File: src/rtl/incubator_dcu.sv
// Incubator control: Moore FSM (heat / idle / three cooling levels) with hysteresis, plus a registered alarm.
// Latency: outputs follow the sampling edge by one clock. No backpressure. Sticky alarm under DCU_ALARM_LATCH_EN.
module incubator_dcu #(
  parameter logic signed [7:0] T_HEAT_ON  = 8'sd15,
  parameter logic signed [7:0] T_HEAT_OFF = 8'sd30,
  parameter logic signed [7:0] T_COOL_ON  = 8'sd35,
  parameter logic signed [7:0] T_COOL_OFF = 8'sd25,
  parameter logic signed [7:0] T_COOL2    = 8'sd40,
  parameter logic signed [7:0] T_COOL3    = 8'sd45,
  parameter logic signed [7:0] T_ALARM_LO = 8'sd0,
  parameter logic signed [7:0] T_ALARM_HI = 8'sd50,
  parameter logic [3:0]        CRS_L1     = 4'd4,
  parameter logic [3:0]        CRS_L2     = 4'd6,
  parameter logic [3:0]        CRS_L3     = 4'd8
) (
  input  logic              clk,
  input  logic              rstN,
  input  logic signed [7:0] T,
  output logic              Heater,
  output logic              Cooler,
  output logic              OUT,
  output logic [3:0]        CRS
);

  typedef enum logic [2:0] {
    S_IDLE  = 3'd0,
    S_HEAT  = 3'd1,
    S_COOL1 = 3'd2,
    S_COOL2 = 3'd3,
    S_COOL3 = 3'd4
  } state_t;

  state_t r_state;
  state_t w_next;
  logic   r_out;
  logic   w_alarm;

  always_ff @(posedge clk or negedge rstN) begin
    if (!rstN) r_state <= S_IDLE;
    else       r_state <= w_next;
  end

  // One level per edge; a hot sample in HEAT passes through IDLE first.
  always_comb begin
    w_next = r_state;
    case (r_state)
      S_IDLE: begin
        if (T < T_HEAT_ON)      w_next = S_HEAT;
        else if (T > T_COOL_ON) w_next = S_COOL1;
      end
      S_HEAT: begin
        if (T >= T_HEAT_OFF) w_next = S_IDLE;
      end
      S_COOL1: begin
        if (T > T_COOL2)         w_next = S_COOL2;
        else if (T < T_COOL_OFF) w_next = S_IDLE;
      end
      S_COOL2: begin
        if (T > T_COOL3)        w_next = S_COOL3;
        else if (T < T_COOL_ON) w_next = S_COOL1;
      end
      S_COOL3: begin
        if (T < T_COOL2) w_next = S_COOL2;
      end
      default: w_next = S_IDLE;
    endcase
  end

  always_comb begin
    Heater = 1'b0;
    Cooler = 1'b0;
    CRS    = 4'd0;
    case (r_state)
      S_HEAT:  Heater = 1'b1;
      S_COOL1: begin Cooler = 1'b1; CRS = CRS_L1; end
      S_COOL2: begin Cooler = 1'b1; CRS = CRS_L2; end
      S_COOL3: begin Cooler = 1'b1; CRS = CRS_L3; end
      default: ;
    endcase
  end

  assign w_alarm = (T < T_ALARM_LO) || (T > T_ALARM_HI);

  always_ff @(posedge clk or negedge rstN) begin
    if (!rstN) begin
      r_out <= 1'b0;
    end else begin
`ifdef DCU_ALARM_LATCH_EN
      r_out <= r_out | w_alarm;
`else
      r_out <= w_alarm;
`endif
    end
  end

  assign OUT = r_out;

endmodule

File: config.mk
export PLATFORM = sky130hd
export DESIGN_NAME = incubator_dcu
export DESIGN_NICKNAME = d
export VERILOG_FILES = /design/src/rtl/incubator_dcu.sv
export SDC_FILE = /design/constraint.sdc
export NUM_CORES = 1
export LEC_CHECK = 0
export BUFFER_PORTS_ARGS = -buffer_cell sky130_fd_sc_hd__buf_4
export CAP_MARGIN = 20
export CORE_AREA = 5 5 42 44
export CTS_CLUSTER_DIAMETER = 40
export DETAILED_ROUTE_END_ITERATION = 10
export DIE_AREA = 0 0 47 49
export PLACE_DENSITY = 0.59
export SLEW_MARGIN = 20
export SYNTH_ARGS = -nofsm -noshare
export SYNTH_HDL_FRONTEND = slang
export SYNTH_SLANG_ARGS = --single-unit
File: constraint.sdc
create_clock -name clk -period 2.14 [get_ports clk]
set_clock_uncertainty 0.1 [all_clocks]
set_input_delay 0.428 -clock clk [delete_from_list [all_inputs] [get_ports clk]]
set_output_delay 0.428 -clock clk [all_outputs]
set_load 0.02 [all_outputs]
==> results.py <==
metrics = {
    "cells_and_area": {
        "drive_gt1_frac": 0.342,
        "nFillCells": 167,
        "post_layout_nonfiller_instances": 89,
        "layout.nets": 85,
        "syn2layout_area_growth_pct": 34.7,
        "diodes": 0,
        "utilization": 0.409,
        "fin_area_um2": 573,
    },
    "detailed_routing": {
        "met2_length_um": 532,
        "wl_um": 1150,
        "via_per_inst": 5.61,
        "wl_per_cell_um": 12.9,
        "dr_total_vias": 499,
        "routed.top_layer": "met4",
        "drtIter0Drc": 8,
        "route.met3.wl_um": 110,
        "ant_nets": 0,
        "drc": 0,
        "firstDrtPassIters": 4,
        "m1WireLength_um": 497,
    },
    "synthesis": {
        "synthAdderAreaFrac": 0,
        "synth_compound_area_frac": 0.285,
        "avgSynthCellArea_um2": 7.46,
        "synth_xor_area_frac": 0,
        "syn-num-nets": 67,
        "synth_cell_types": 28,
        "synthMuxAreaShare": 0,
        "synth-simple-area-share": 0.382,
        "synth_top_family_by_area": "simple AND/OR/NAND/NOR gates",
        "yosysSeqAreaShare": 0.235,
        "synthCells": 57,
        "synth-seq-cells": 4,
        "synth_area_um2": 425,
        "yosys_warnings": 0,
    },
    "place": {
        "placed_cell_area_um2": 536,
        "portBuffers": 15,
        "dpl.hpwl_um": 924,
        "gp_congestion": 0.744,
        "pre_cts_ws_ps": 368,
        "place_inst": 85,
    },
    "min_path": {
        "hold_class": "in2async",
    },
    "setup_path": {
        "critPathRequiredTime_ps": 1610,
        "critical_path_arrival_ps": 1340,
        "crit_slowest_cell": "dfrtp_1",
        "crit_path_end_kind": "primary output",
        "start_kind": "flop",
        "crit_path_cell_trace": "inv_1 > nor3_2 > or2_2 > buf_4",
        "cp_max_fo": 8,
        "critPathMaxStageDelay_ps": 460,
        "critPathKind": "reg2out",
    },
    "clock_network": {
        "cts_buffers": 3,
        "cts_buffer_depth": 2,
        "cts_sinks": 4,
        "post_cts_buffers": 0,
        "cts_tree": "yes",
        "htree_levels": 1,
        "clkTransAtPathRegs_ps": 40,
        "clk_latency_ps": 230,
        "clockRootBuffer": "clkbuf_4",
    },
    "power": {
        "power.density_nw_per_um2": 872,
        "peakVddDrop_mv": 0.275,
        "total_power_mw": 0.500,
        "leakagePower_nw": 0.254,
    },
    "timing": {
        "max_freq_mhz": 536,
        "post-route-period-util": 0.872,
        "timing.hold.ws_ps": 427,
        "setup-tns-final_ps": 0,
        "hold_viol_final": 0,
        "fin_crit_ps": 1870,
        "fin_ws_ps": 273,
        "rsz0062_at_grt": "false",
        "report.final.slew_viol_count": 0,
        "setup_viol": 0,
    },
    "global_routing": {
        "track_usage": 0.109,
        "grt_max_degree": 10,
        "grt_pass1_vias": 460,
        "grt_overflow": 0,
        "antenna_found_initial": 0,
        "grt_pass1_wl_um": 1870,
    },
    "die": {
        "start_util": 0.304,
        "coreArea_um2": 1400,
        "die_y_um": 49,
        "fp.dieW_um": 47,
        "rows": 14,
        "io_pins": 17,
        "dieArea_um2": 2300,
    },
    "run_status": {
        "status": "finished clean",
    },
    "flow_run": {
        "maxCapViolCount": 0,
    },
}
[state kept, by name, indices dropped and copies added, names as in the netlist]
signal and count:
r_state 3, OUT 1
[logic make-up (layout without fill, tap and decap cells)]
group	after synthesis	after routing
and+or+nand+nor	28	28
buffers and inverters	7	23
DFF	4	4
other	1	1
AOI/OAI and AO/OA	17	17
[layer usage]
metal,GRT usage,vias up
met2,0.163,17
met3,0.0369,2
met4,0.0415,0
li1,-,251
met5,0,-
met1,0.142,229
[power breakdown]
part	internal (mW)	leakage [nW]	switching, mW
clock network	0.0626	0.0138	0.0287
registers	0.0964	0.0488	0.0437
logic	0.126	0.192	0.143
[synth_stat cells]
cell type	n	share of area
or2_2	1	0.015
nand3_1	2	0.024
nand4_1	5	0.074
a32oi_1	1	0.021
a22o_2	1	0.024
inv_1	4	0.035
dfrtp_1	4	0.24
a211oi_1	1	0.018
o31a_1	1	0.021
o21a_1	1	0.018
nor4_1	2	0.029
nand2_1	4	0.035
buf_4	3	0.053
a22oi_1	1	0.018
o211a_1	1	0.024
nor2b_1	1	0.015
nand3b_1	2	0.035
a32o_1	1	0.024
nor3_1	3	0.035
a21oi_1	2	0.024
conb_1	1	0.0088
and2b_2	1	0.021
and3_2	1	0.018
o21ai_0	5	0.059
nor2_1	4	0.035
o311ai_0	1	0.021
nor3_2	2	0.047
o31ai_1	1	0.018
[placed cells by master, fill, tap and decap left out, drive strengths merged, types with 2 or more instances in the layout]
cell / instances
buf: 15
o21ai: 5
nand4: 5
nor3: 5
dfrtp: 4
inv: 4
nand2: 4
nor2: 4
clkbuf: 3
nand3b: 2
a21oi: 2
nor4: 2
nand3: 2
[final cells by class]
class | count | area [um2] | share of cell area
multi-input cells | 46 | 293 | 0.511
inverters | 4 | 15.0 | 0.0262
clock buffers | 3 | 22.5 | 0.0393
well taps | 16 | 20.0 | 0.0349
repair buffers | 16 | 123 | 0.214
flip-flops and latches | 4 | 100 | 0.175
[worst paths after layout]
check                        endpoint  startpoint  slack (ps)  cells past startpoint
max                            Cooler  r_state[2]         270                      4
min in group clk                  OUT        T[6]         430                      3
max reg2reg                r_state[1]  r_state[2]         460                      5
min reg2reg                r_state[1]  r_state[1]         610                      1
max in group asynchronous         OUT        rstN        1410                      2
min                        r_state[1]        rstN         430                      2
[timing repair]
| action | in CTS | in global routing |
|---|---|---|
| setup endpoints to repair | 0 | 1 |
| hold buffers | 1 | 0 |
| gates resized for setup | 0 | 1 |
| endpoints found under the hold margin | 4 | 0 |
[worst max-delay path: cells and delay by family (launching register included)]
family / cells / cell delay (ps)
DFF: 1 / 460
and+or+nand+nor: 2 / 360
buffers and inverters: 2 / 290
Power figures use the tool's default switching activity.
